[config.mk]
export PLATFORM = sky130hd
export DESIGN_NAME = sprite_line_scanner
export DESIGN_NICKNAME = d
export VERILOG_FILES = /design/src/rtl/sprite_pkg.sv /design/src/rtl/sprite_cand_fifo.sv /design/src/rtl/sprite_line_scanner.sv
export SDC_FILE = /design/constraint.sdc
export NUM_CORES = 1
export LEC_CHECK = 0
export CAP_MARGIN = 20
export CELL_PAD_IN_SITES_DETAIL_PLACEMENT = 0
export CELL_PAD_IN_SITES_GLOBAL_PLACEMENT = 2
export CORE_ASPECT_RATIO = 0.6
export CORE_UTILIZATION = 43
export CTS_CLUSTER_SIZE = 12
export DETAILED_ROUTE_END_ITERATION = 12
export GPL_TIMING_DRIVEN = 0
export PLACE_DENSITY = 0.76
export SYNTH_ARGS = -nofsm -noshare
export SYNTH_HDL_FRONTEND = slang
export SYNTH_SLANG_ARGS = --single-unit
[constraint.sdc]
create_clock -name clk -period 3.98 [get_ports clk]
set_input_delay 0.796 -clock clk [delete_from_list [all_inputs] [get_ports clk]]
set_output_delay 0.796 -clock clk [all_outputs]
set_load 0.02 [all_outputs]
[src/rtl/sprite_pkg.sv]
// Shared types for the sprite line scanner: descriptor field positions,
// the candidate record handed to the drawer, and the scanner state encoding.
package sprite_pkg;

    // Descriptor word layout (32-bit, one per sprite)
    localparam int unsigned DESC_EN_BIT    = 31;
    localparam int unsigned DESC_HFLIP_BIT = 30;
    localparam int unsigned DESC_VFLIP_BIT = 29;
    localparam int unsigned DESC_Y_MSB     = 26;
    localparam int unsigned DESC_Y_LSB     = 18;
    localparam int unsigned DESC_X_MSB     = 17;
    localparam int unsigned DESC_X_LSB     = 8;
    localparam int unsigned DESC_FRAME_MSB = 7;
    localparam int unsigned DESC_FRAME_LSB = 0;

    // Row offset storage sized for the tallest supported sprite (64 rows)
    localparam int unsigned ROW_OFF_W_MAX  = 6;

    typedef struct packed {
        logic [9:0]               col_base;
        logic                     flip;
        logic [7:0]               frame_id;
        logic [ROW_OFF_W_MAX-1:0] row_off;
    } cand_t;

    typedef enum logic [1:0] {
        IDLE  = 2'd0,
        SCAN  = 2'd1,
        DRAIN = 2'd2
    } state_t;

endpackage

[src/rtl/sprite_cand_fifo.sv]
// Candidate FIFO between the descriptor scanner and the line drawer.
// Registered storage with the head entry visible combinationally; push and
// pop may coincide even when full. Flush empties it in one cycle.
module sprite_cand_fifo
    import sprite_pkg::*;
#(
    parameter int unsigned DEPTH = 8
) (
    input  logic                     clk,
    input  logic                     reset,
    input  logic                     flush,
    input  logic                     push,
    input  logic                     pop,
    input  cand_t                    din,
    output cand_t                    dout,
    output logic                     full,
    output logic                     empty,
    output logic [$clog2(DEPTH):0]   count
);

    localparam int unsigned PW = $clog2(DEPTH);
    localparam int unsigned CW = PW + 1;

    cand_t          mem_q [DEPTH];
    logic [PW-1:0]  wr_q;
    logic [PW-1:0]  rd_q;
    logic [CW-1:0]  cnt_q;
    logic           do_push;
    logic           do_pop;

    assign empty   = (cnt_q == '0);
    assign full    = (cnt_q == CW'(DEPTH));
    assign count   = cnt_q;
    assign dout    = mem_q[rd_q];
    assign do_pop  = pop && !empty;
    assign do_push = push && (!full || do_pop);

    // Entry storage, written at the tail
    always_ff @(posedge clk) begin
        if (do_push && !flush) begin
            mem_q[wr_q] <= din;
        end
    end

    // Pointers and occupancy
    always_ff @(posedge clk or negedge reset) begin
        if (!reset) begin
            wr_q  <= '0;
            rd_q  <= '0;
            cnt_q <= '0;
        end else if (flush) begin
            wr_q  <= '0;
            rd_q  <= '0;
            cnt_q <= '0;
        end else begin
            if (do_push) wr_q <= wr_q + 1'b1;
            if (do_pop)  rd_q <= rd_q + 1'b1;
            case ({do_push, do_pop})
                2'b10:   cnt_q <= cnt_q + 1'b1;
                2'b01:   cnt_q <= cnt_q - 1'b1;
                default: cnt_q <= cnt_q;
            endcase
        end
    end

endmodule

[src/rtl/sprite_line_scanner.sv]
// Sprite line scanner: walks the descriptor RAM for the line being prepared,
// queues sprites that intersect it and hands them to the drawer in index order.
// Optional feature macro: SPRITE_VFLIP_EN (honour descriptor bit 29 as a
// vertical flip of the row offset). Default build ignores bit 29.
module sprite_line_scanner
    import sprite_pkg::*;
#(
    parameter int unsigned NUM_SPRITE   = 32,
    parameter int unsigned MAX_SLOT     = 8,
    parameter int unsigned SPR_H        = 16,
    parameter int unsigned MAX_PER_LINE = 16,
    parameter int unsigned VIS_LINES    = 480
) (
    input  logic                          clk,
    input  logic                          reset,
    input  logic                          start_row,
    input  logic [9:0]                    next_vcount,
    output logic [$clog2(NUM_SPRITE)-1:0] ra,
    input  logic [31:0]                   rd_data,
    output logic                          out_valid,
    input  logic                          out_ready,
    output logic [9:0]                    col_base,
    output logic                          flip,
    output logic [7:0]                    frame_id,
    output logic [$clog2(SPR_H)-1:0]      row_off,
    output logic                          fe_done,
    output logic                          line_ovf
);

    localparam int unsigned AW  = $clog2(NUM_SPRITE);
    localparam int unsigned RW  = $clog2(SPR_H);
    localparam int unsigned CW  = $clog2(MAX_SLOT) + 1;
    localparam int unsigned ACW = $clog2(NUM_SPRITE + 1);
    localparam logic [AW-1:0] LAST_IDX = AW'(NUM_SPRITE - 1);

    state_t         state_q, state_d;
    logic [AW-1:0]  ra_q, ra_d;
    logic           issued_all_q, issued_all_d;
    logic           pend_q, pend_d;
    logic [AW-1:0]  pend_idx_q, pend_idx_d;
    logic [ACW-1:0] acc_q, acc_d;
    logic           ovf_q, ovf_d;

    logic           fifo_flush;
    logic           fifo_push;
    logic           fifo_full;
    logic           fifo_empty;
    logic [CW-1:0]  fifo_count;
    cand_t          push_cand;
    cand_t          head;

    logic [10:0]    vc11;
    logic [10:0]    y11;
    logic           hit;
    logic [RW-1:0]  row_raw;
    logic [RW-1:0]  row_sel;

    // Descriptor decode at 11 bits so y+SPR_H never wraps
    assign vc11    = {1'b0, next_vcount};
    assign y11     = {2'b00, rd_data[DESC_Y_MSB:DESC_Y_LSB]};
    assign hit     = rd_data[DESC_EN_BIT] && (vc11 >= y11) && (vc11 < y11 + 11'(SPR_H));
    assign row_raw = RW'(vc11 - y11);

`ifdef SPRITE_VFLIP_EN
    logic unused_desc_bits;
    assign unused_desc_bits = ^rd_data[28:27];
    // SPR_H is a power of two, so SPR_H-1-r equals the bitwise complement
    assign row_sel = rd_data[DESC_VFLIP_BIT] ? ~row_raw : row_raw;
`else
    logic unused_desc_bits;
    assign unused_desc_bits = ^rd_data[29:27];
    assign row_sel = row_raw;
`endif

    assign push_cand.col_base = rd_data[DESC_X_MSB:DESC_X_LSB];
    assign push_cand.flip     = rd_data[DESC_HFLIP_BIT];
    assign push_cand.frame_id = rd_data[DESC_FRAME_MSB:DESC_FRAME_LSB];
    assign push_cand.row_off  = ROW_OFF_W_MAX'(row_sel);

    sprite_cand_fifo #(
        .DEPTH (MAX_SLOT)
    ) u_fifo (
        .clk   (clk),
        .reset (reset),
        .flush (fifo_flush),
        .push  (fifo_push),
        .pop   (out_ready),
        .din   (push_cand),
        .dout  (head),
        .full  (fifo_full),
        .empty (fifo_empty),
        .count (fifo_count)
    );

    // Scanner state, read pointer, in-flight tag and per-line accounting
    always_ff @(posedge clk or negedge reset) begin
        if (!reset) begin
            state_q      <= IDLE;
            ra_q         <= '0;
            issued_all_q <= 1'b0;
            pend_q       <= 1'b0;
            pend_idx_q   <= '0;
            acc_q        <= '0;
            ovf_q        <= 1'b0;
        end else begin
            state_q      <= state_d;
            ra_q         <= ra_d;
            issued_all_q <= issued_all_d;
            pend_q       <= pend_d;
            pend_idx_q   <= pend_idx_d;
            acc_q        <= acc_d;
            ovf_q        <= ovf_d;
        end
    end

    // Next-state, issue and evaluate logic
    always_comb begin
        state_d      = state_q;
        ra_d         = ra_q;
        issued_all_d = issued_all_q;
        pend_d       = 1'b0;
        pend_idx_d   = pend_idx_q;
        acc_d        = acc_q;
        ovf_d        = ovf_q;
        fifo_flush   = 1'b0;
        fifo_push    = 1'b0;

        if (start_row) begin
            fifo_flush   = 1'b1;
            acc_d        = '0;
            ovf_d        = 1'b0;
            ra_d         = '0;
            issued_all_d = 1'b0;
            state_d      = (32'(next_vcount) < VIS_LINES) ? SCAN : IDLE;
        end else begin
            case (state_q)
                SCAN: begin
                    if (pend_q) begin
                        if (hit) begin
                            if (acc_q < ACW'(MAX_PER_LINE)) begin
                                fifo_push = 1'b1;
                                acc_d     = acc_q + 1'b1;
                            end else begin
                                ovf_d = 1'b1;
                            end
                        end
                        if (pend_idx_q == LAST_IDX) begin
                            state_d = DRAIN;
                        end
                    end
                    // Two free slots cover the read in flight plus this one
                    if (!issued_all_q && !fifo_full &&
                        (fifo_count <= CW'(MAX_SLOT - 2))) begin
                        pend_d     = 1'b1;
                        pend_idx_d = ra_q;
                        if (ra_q == LAST_IDX) begin
                            issued_all_d = 1'b1;
                        end else begin
                            ra_d = ra_q + 1'b1;
                        end
                    end
                end
                // The drawer's current candidate is the FIFO head, so an
                // empty FIFO means nothing is left to hand over
                DRAIN: begin
                    if (fifo_empty) begin
                        state_d = IDLE;
                    end
                end
                default: begin
                    state_d = IDLE;
                end
            endcase
        end
    end

    assign ra        = ra_q;
    assign fe_done   = (state_q == IDLE);
    assign line_ovf  = ovf_q;
    assign out_valid = !fifo_empty;
    assign col_base  = out_valid ? head.col_base : '0;
    assign flip      = out_valid ? head.flip     : 1'b0;
    assign frame_id  = out_valid ? head.frame_id : '0;
    assign row_off   = out_valid ? RW'(head.row_off) : '0;

endmodule
Word level (Yosys, flattened, before mapping)
Memories as Yosys holds them, arrays and structs flattened.
Cells that the tools add are included.
- register bits after elaboration: 31
- memory bits (writable): 184
- input port bits: 46
- output and inout port bits: 31
- word-level logic and storage cells: 111
- memories: 1
- add/subtract/negate cells: 8
- order comparisons: 5
- equality and inequality tests: 12
- muxes and demuxes: 45
- bitwise logic cells: 1
- reductions and logical operators: 29
- memories (name ; depth ; width ; rd ports ; clocked after memory_dff ; wr ports ; RTL line ; RTL):
    u_fifo.mem_q ; 8 ; 23 ; 1 ; 0 ; 1 ; sprite_cand_fifo.sv:24 ; cand_t mem_q [DEPTH];
- operators by type and width (cell ; number):
    6-bit 2-to-1 mux ; 5
    1-bit 2-to-1 mux ; 22
    5-bit 2-to-1 mux ; 4
    2-bit nonzero test ; 8
    3-bit 2-to-1 mux ; 4
    3-bit AND reduction ; 4
    9-bit by 5-bit adder with 10-bit output, second input constant ; 1
    5-bit == test, second input constant ; 2
    10-bit by 9-bit >= comparator with 1-bit output ; 1
    10-bit less-than comparator ; 1
    10-bit by 9-bit less-than comparator with 1-bit output, second input constant ; 1
    10-bit 2-to-1 mux ; 1
    3-bit != test, second input constant ; 3
    2-bit 2-to-1 mux ; 4
    4-bit 2-to-1 mux ; 2
    8-bit 2-to-1 mux ; 1
    4-bit one-hot mux with 2 select lines ; 1
    4-bit AND reduction ; 2
    1-bit logical AND ; 7
    3-bit by 1-bit adder with 3-bit output, second input constant ; 2
    6-bit by 1-bit adder with 6-bit output, second input constant ; 1
    6-bit by 5-bit less-than comparator with 1-bit output, second input constant ; 1
    5-bit by 1-bit adder with 5-bit output, second input constant ; 1
    4-bit by 1-bit adder with 4-bit output, second input constant ; 1
    14 further kinds ; 20

Logic depth before layout (Yosys ltp)
Gate-level depths: netlist (run 1).
- depth after elaboration: 11
- mapped depth: 16
- mapped depth without buffers: 15

Hierarchy
A second synthesis (run 1) with hierarchy kept.
- cell total of the unflattened synthesis: 544
- area total of the unflattened synthesis: 9943.3 µm²
- by module, submodules not included (module ; instances ; cells an instance ; area an instance (µm²) ; sequential area each (µm²)):
    sprite_cand_fifo ; 1 ; 368 ; 8274.2 ; 6256.0
    sprite_line_scanner ; 1 ; 176 ; 1669.1 ; 525.5

Worst setup path before layout (run 1)
OpenSTA, ideal clock, no wires.
- path kind: input to register
- start: input port next_vcount[0]
- end: memory u_fifo.mem_q[0][0] (netlist bit), enable pin
- library setup time: 0.432 ns
- arrival time: 4.059 ns
- data required time: 3.548 ns
- path slack: -0.511 ns
- stages on the path: 10
- path buffers: 0
- cells stage by stage: inv_1 ha_1 inv_1 fa_1 a211oi_2 nor4b_2 o21ai_0 nand3_1 or3_1 nor3_1
- cells in the longest elaborated chain, start to end: 11
- elaborated cells between the ends (all ways): 12
- classes of those cells: 2 x order compare; 6 x mux; 4 x reduce/logical
- RTL lines (element ; RTL line ; RTL):
    start: declaration ; sprite_line_scanner.sv:17 ; input logic [9:0] next_vcount,
    10-bit by 9-bit >= comparator with 1-bit output ; sprite_line_scanner.sv:61 ; assign hit = rd_data[DESC_EN_BIT] && (vc11 >= y11) && (vc11 < y11 + 11'(SPR_H));
    1-bit logical AND ; sprite_line_scanner.sv:61 ;
    1-bit logical AND (*) ; sprite_line_scanner.sv:61 ;
    1-bit 2-to-1 mux (*) ; sprite_line_scanner.sv:139 ; if (hit) begin
    1-bit 2-to-1 mux (*) ; sprite_line_scanner.sv:138 ; if (pend_q) begin
    1-bit 2-to-1 mux (*) ; sprite_line_scanner.sv:136 ; case (state_q)
    1-bit 2-to-1 mux (*) ; sprite_line_scanner.sv:128 ; if (start_row) begin
    1-bit logical AND (*) ; sprite_cand_fifo.sv:36 ; assign do_push = push && (!full || do_pop);
    1-bit logical AND (*) ; sprite_cand_fifo.sv:40 ; if (do_push && !flush) begin
    1-bit 2-to-1 mux (*) ; sprite_cand_fifo.sv:40 ;
    1-bit 2-to-1 mux (implied by the code) (*) ; sprite_cand_fifo.sv:41 ; mem_q[wr_q] <= din;
    end: declaration ; sprite_cand_fifo.sv:24 ;
Mark *: on every way between the ends. The rest lies on a longest branch, timed or not.

Final worst setup path (run 1)
- start: register u_fifo.rd_q[2]
- end: output port row_off[3]
- cells in the longest elaborated chain, start to end: 2
- RTL lines (element ; RTL line ; RTL):
    start: declaration ; sprite_cand_fifo.sv:26 ; logic [PW-1:0] rd_q;
    start signal: assignment ; sprite_cand_fifo.sv:57 ; if (do_pop) rd_q <= rd_q + 1'b1;
    memory 8 x 23 bit ; -- ;
    4-bit 2-to-1 mux ; sprite_line_scanner.sv:184 ; assign row_off = out_valid ? RW'(head.row_off) : '0;
    end: declaration ; sprite_line_scanner.sv:25 ; output logic [$clog2(SPR_H)-1:0] row_off,
No other way between the ends.

==> flow_metrics.tcl, run 1 <==
set metrics [dict create \
    final_util_pct 55.36 \
    preCtsSetupSlack_ns -0.5836 \
    final_setup_vio_count 0 \
    tns_ns 0 \
    grt_busiest_layer "met1" \
    total_standard_cell_area_after_synthesis_um2 9136 \
    arrival_ns 3.04 \
    fp.coreArea_um2 20420 \
    timing.critical_path.to_type "output pin" \
    synth_top_cell_by_area "edfxtp_1" \
    start_util_pct 44.74 \
    placedCellCount 868 \
    synthToLayoutAreaGrowth_pct 23.72 \
    worst-endpoint-required_ns 3.18 \
    max_freq_ghz 0.2609 \
    synth_top_flop_cell "edfxtp_1" \
    dp.final_hpwl_mm 12.53 \
    syn_avg_cell_area_um2 17.60 \
    max-vdd-ir-drop_mv 0.3480 \
    global_route_met1_usage_pct 29.23 \
    drc 0 \
    first_global_vias 5122 \
    placement.io_buffers 73 \
    mostFrequentLayoutCell "edfxtp_1" \
    layout-drive-gt1-share_pct 20.85 \
    max-slew-margin-rel_pct 35.90 \
    grt_start_max_net_pins 32 \
    io_pins 77 \
    layout_worst_path_cycle_share_pct 96.32 \
    final_max_slew_viol_count 0 \
    cts.path.max_buffers 3 \
    netlist_instances 519 \
    leakagePower_nw 3.851 \
    share_of_flip_flops_with_an_asynchronous_set_or_reset_after_synthesis_pct 14.42 \
    timing.critical_path.cells "clkbuf_1 -> buf_1 -> mux2i_1 -> nor2_1 -> clkdlybuf4s50_1" \
    clock_skew_ns 0.02237 \
    yosysWarningCount 0 \
    cts-buffers-inserted 22 \
    cts_htree_levels 1 \
    hold_viol 0 \
    status "finished clean" \
    place.gp.congestion 0.7504 \
    root_buffer "clkbuf_16" \
    grtUsageMet3_pct 2.747 \
    die_height_um 114.9 \
    filler_cell_count 1615 \
    firstDrtPassIters 5 \
    cts_tree "yes" \
    fin_hold_ws_ns 0.3573 \
    antenna_found_initial 0 \
    worst_setup_path_start_kind "register" \
    synth_top_cell_area_share_pct 60.48 \
    cts_num_sinks 215 \
    cell_types_with_the_largest_area_share_after_synthesis "edfxtp_1 60%, mux4_2 11%, dfrtp_1 8.5%" \
    met2_usage_pct 27.32 \
    synth-edff-count 184 \
    grt_overflow_total 0 \
    final_nets 712 \
    drt-vias-per-instance 5.453 \
    drt_iter0_drc 443 \
    rsz0062_at_grt "true" \
    critical-path-max-stage-delay_ns 0.78 \
    finalWorstPathRequiredPeriod_ns 3.834 \
    detail-route-antenna-nets 0 \
    route.detailed.wl_per_inst_um 21.63 \
    vias 5071 \
    critical_path.max_fanout 10 \
    synth.distinct_cells 47 \
    grt_first_pass_wirelength_mm 30.09 \
    seq_area_frac_synth_pct 68.97 \
    gr-usage-all-layers_pct 18.53 \
    postRouteWirelength_mm 20.12 \
    worst_slew_pin_slew_ns 0.9616 \
    synthesis.nets 590 \
    cp_slowest_cell "buf_1" \
    placement_rows 40 \
    diodes 0 \
    synth.ff_latch_count 215 \
    floorplan.die_area_um2 21850 \
    clock_insertion_delay_worst_skew_ns 0.51 \
    layout.cells.most_common_list "184 x edfxtp_1, 71 x clkdlybuf4s50_1, 50 x nor2_1, 46 x mux4_2, 31 x dfrtp_1" \
    tightest_hold_check_type "in -> async" \
    drv_cap 0 \
    final_standard_cell_count_with_taps_included_and_fillers_excluded 930 \
    cts_clk_pin_slew_worst_paths_ns 0.06 \
    path_class "reg -> out" \
    pwr_density_cell_nw_per_um2 498.4 \
    die_w_um 190.2 \
    final_critical_path_setup_slack_ns 0.1465 \
]
-- flip-flops by register name, summed over array words and instances, names as in the netlist --
signal	flops
ra	5
u_fifo.count	4
u_fifo.rd_q	3
pend_q	1
issued_all_q	1
acc_q	6
state_q	2
u_fifo.wr_q	3
line_ovf	1
pend_idx_q	5
u_fifo.mem_q	184
-- repair_timing --
item	in CTS	in global routing
resized for setup	7	18
buffers inserted	5	11
gates cloned	0	6
pin swaps	4	9
setup endpoints to repair	48	157
hold buffers	0	0
-- metrics by stage --
stage,total power (W),cell area (um2)
3_5_place_dp,0.003775,10330
4_1_cts,0.005674,11050
5_1_grt,0.005863,11300
3_3_place_gp,0.003754,10220
2_1_floorplan,0.003290,9146
6_report,0.005634,11300
-- critical path, delay by kind of cell, from the launching register on --
kind | cells | cell delay [ns]
DFF | 1 | 0.32
muxes | 1 | 0.18
buffers and inverters | 3 | 1.85
and+or+nand+nor | 1 | 0.20
-- path summary, 6_finish.rpt --
path	startpoint	to	slack, ns	cells past startpoint
min in group clk	issued_all_q	issued_all_q	0.50	2
worst max register to register	state_q[1]	u_fifo.count[3]	1.07	12
max in group asynchronous	reset	u_fifo.wr_q[1]	3.13	1
worst min register to register	issued_all_q	issued_all_q	0.50	2
worst max-delay path	u_fifo.rd_q[2]	row_off[3]	0.15	5
worst min-delay path	reset	u_fifo.wr_q[2]	0.36	1
-- metal layers --
layer	routed length (um)	vias up
met4	300	0
met5	0	-
met1	9863	2607
met3	1315	26
met2	8638	144
li1	-	2294
-- power breakdown --
part           internal (W)  leakage (nW)  switching (W)
clock network       0.00108         0.313       0.000822
logic              0.000570          1.46       0.000643
registers           0.00249          2.08      0.0000346
-- cell usage after synthesis (all sizes together), types with 2 or more instances --
cell and instances:
nor2 57, a41oi 2, nand3b 2, or3 2
mux2 10, a21o 4, inv 17, a211o 3
nand3 9, buf 7, fa 2, mux2i 27
o31ai 2, xor2 5, and3 3, mux4 46
or4 3, nand2 9, nor4 2, o21ai 5
nor3 5, xnor2 7, nand2b 9, clkbuf 12
nor2b 5, dfrtp 31, a21oi 11, nand4 4
edfxtp 184, and4b 2, ha 23, a211oi 3
-- cells by family after synthesis --
| group | after synthesis | share of synthesized area (%) |
|---|---|---|
| AOI/OAI and AO/OA | 34 | 2.698 |
| xor gates and xnor gates | 12 | 1.150 |
| adders and majority gates | 25 | 3.588 |
| buffers and inverters | 36 | 1.616 |
| DFF | 215 | 68.97 |
| muxes | 83 | 15.65 |
| and+or+nand+nor | 114 | 6.327 |
-- cell type report --
type	count	area (um2)	share of cell area (%)
Multi-Input combinational cell	274	2844	25.16
Timing Repair Buffer	92	998.5	8.833
Tap cell	273	341.6	3.022
Buffer	19	98.84	0.8745
Clock buffer	38	630.6	5.579
Inverter	17	63.81	0.5645
Sequential cell	215	6301	55.75
Clock inverter	2	25.02	0.2214
Power figures use the tool's default switching activity.
==> run 2, diff against run 1 <==
CORE_UTILIZATION = 45   (was 43)
CTS_BUF_LIST = sky130_fd_sc_hd__clkbuf_2   (was default)
PLACE_DENSITY = 0.79   (was 0.76)
==> flow_metrics.tcl, run 2 (same netlist as run 1, synthesis figures left out) <==
set metrics [dict create \
    drt-vias-per-instance 5.224 \
    mostFrequentLayoutCell "edfxtp_1" \
    cp_slowest_cell "clkdlybuf4s50_1" \
    postCtsHoldBufs 0 \
    final_standard_cell_count_with_taps_included_and_fillers_excluded 952 \
    largest_register_by_flop_count "u_fifo.mem_q" \
    placement_rows 39 \
    worst_slew_pin_slew_ns 0.9018 \
    critPathMostFrequentCell "ha_1" \
    timing.critical_path.buf_inv 2 \
    die_height_um 112.4 \
    route.detailed.wl_per_inst_um 19.68 \
    layout.cells.most_common_list "184 x edfxtp_1, 81 x clkbuf_2, 73 x clkdlybuf4s50_1, 50 x nor2_1, 46 x mux4_2" \
    grt_start_max_net_pins 24 \
    layout_worst_path_cycle_share_pct 94.28 \
    clock_insertion_delay_worst_skew_ns 0.75 \
    rsz0062_at_grt "false" \
    worst_setup_path_start_kind "input port" \
    placedCellCount 861 \
    finalWorstPathRequiredPeriod_ns 3.752 \
    synthToLayoutAreaGrowth_pct 19.12 \
    crit-reg2reg-launch "u_fifo.count[0]" \
    die_w_um 186.0 \
    grt_overflow_total 0 \
    antenna_found_initial 0 \
    root_buffer "clkbuf_2" \
    place.gp.congestion 0.7465 \
    drc 0 \
    critical_path.startpoint "rd_data[22]" \
    path_class "in -> reg" \
    critical-path-max-stage-delay_ns 0.55 \
    max-vdd-ir-drop_mv 0.2858 \
    cts.path.max_buffers 3 \
    timing.critical_path.cells "clkdlybuf4s50_1 -> ha_1 -> nand3_1 -> xnor2_1 -> ha_1 -> nand2_1 -> a21oi_1 -> o21ai_0 -> and3_1 -> buf_6 -> nor2_2 -> ha_1 -> a21o_1 -> a21oi_1 -> nand3_1 -> o32ai_2 -> mux2_1" \
    cts-buffers-inserted 49 \
    cts_num_sinks 215 \
    start_util_pct 46.93 \
    cts_htree_levels 2 \
    leakagePower_nw 3.807 \
    max_freq_ghz 0.2665 \
    firstDrtPassIters 4 \
    layout-drive-gt1-share_pct 24.96 \
    drt_iter0_drc 281 \
    fp.coreArea_um2 19470 \
    final_util_pct 55.90 \
    largest_register_ffs 184 \
    placement.io_buffers 73 \
    io_pins 77 \
    gr-usage-all-layers_pct 18.92 \
    critical_path.max_fanout 5 \
    grt_first_pass_wirelength_mm 29.03 \
    hold_viol 0 \
    vias 4973 \
    timing.critical_path.to_type "register" \
    final_max_slew_viol_count 0 \
    pwr_density_cell_nw_per_um2 472.7 \
    arrival_ns 4.32 \
    cts_tree "yes" \
    detail-route-antenna-nets 0 \
    tightest_hold_check_type "in -> async" \
    final_nets 721 \
    path_delay_family "compound AO/OA/AOI/OAI gates" \
    clock_skew_ns 0.07905 \
    postRouteWirelength_mm 18.74 \
    worst-endpoint-required_ns 4.54 \
    status "finished clean" \
    dp.final_hpwl_mm 11.95 \
    largest_registers "u_fifo.mem_q: 184 flops, acc_q: 6 flops" \
    max-slew-margin-rel_pct 39.74 \
    cts_clk_pin_slew_worst_paths_ns 0.11 \
    final_setup_vio_count 0 \
    floorplan.die_area_um2 20900 \
    drv_cap 0 \
    first_global_vias 5072 \
]
[run 2: changes by cell type in the layout (fill, tap and decap cells not counted), moves of 3 or more]
cell	previous run	this run
clkbuf_1	21	5
clkinv_1	0	6
nor2_4	13	6
clkbuf_2	6	81
buf_12	7	0
buf_4	13	6
clkbuf_16	22	0
buf_6	1	4
[run 2: timing repair]
action | 4_1_cts | 5_1_grt
pin swaps | 1 | 1
setup buffers | 2 | 3
gates cloned | 0 | 0
endpoints found under the setup margin | 23 | 19
resized for setup | 15 | 9
[run 2: power by group]
part	internal (W)	switching, W	total (W)	leakage [nW]
registers	0.00248	0.0000370	0.00252	2.08
logic	0.000596	0.000638	0.00123	1.38
clock network	0.000570	0.000821	0.00139	0.347
[run 2: worst paths after layout]
path,to,slack [ns],cells past startpoint
max,u_fifo.count[3],0.23,17
max reg2reg,u_fifo.count[3],0.96,12
min,u_fifo.rd_q[2],0.46,1
max in group asynchronous,pend_idx_q[0],2.92,2
min reg2reg,line_ovf,0.51,2
min in group clk,line_ovf,0.51,2
[run 2: layout make-up]
type | instances | area (um2)
fill | 1564 | 8587
multi-input combinational | 268 | 2766
tap | 266 | 332.8
timing repair buffer | 81 | 838.3
sequential | 215 | 6301
clock buffer | 77 | 385.4
inverter | 17 | 63.81
antenna | 1 | 2.502
clock inverter | 9 | 65.06
buffer | 18 | 127.6
[run 2: metrics by stage]
stage	setup TNS [ns]	hold WS (ns)	instance area [um2]	setup slack, ns	total power [W]
6_report	0	0.4644	10880	0.2276	0.005144
3_5_place_dp	-87.77	0.4897	10340	-0.7089	0.003763
3_3_place_gp	-272.90	0.4760	10210	-1.641	0.003745
4_1_cts	0	0.4047	10840	0.04149	0.005211
5_1_grt	0	0.4531	10880	0.009051	0.005418
2_1_floorplan	0	0.4574	9146	0.1043	0.003290
[run 2: metal layers]
layer	GRT usage, %	share of wire, %	wire length, um	up-vias
li1	-	-	-	2335
met3	4.153	8.6	1615	24
met5	0	0	0	-
met4	4.262	1.0	190	0
met2	26.54	43	7990	159
met1	30.06	48	8941	2455
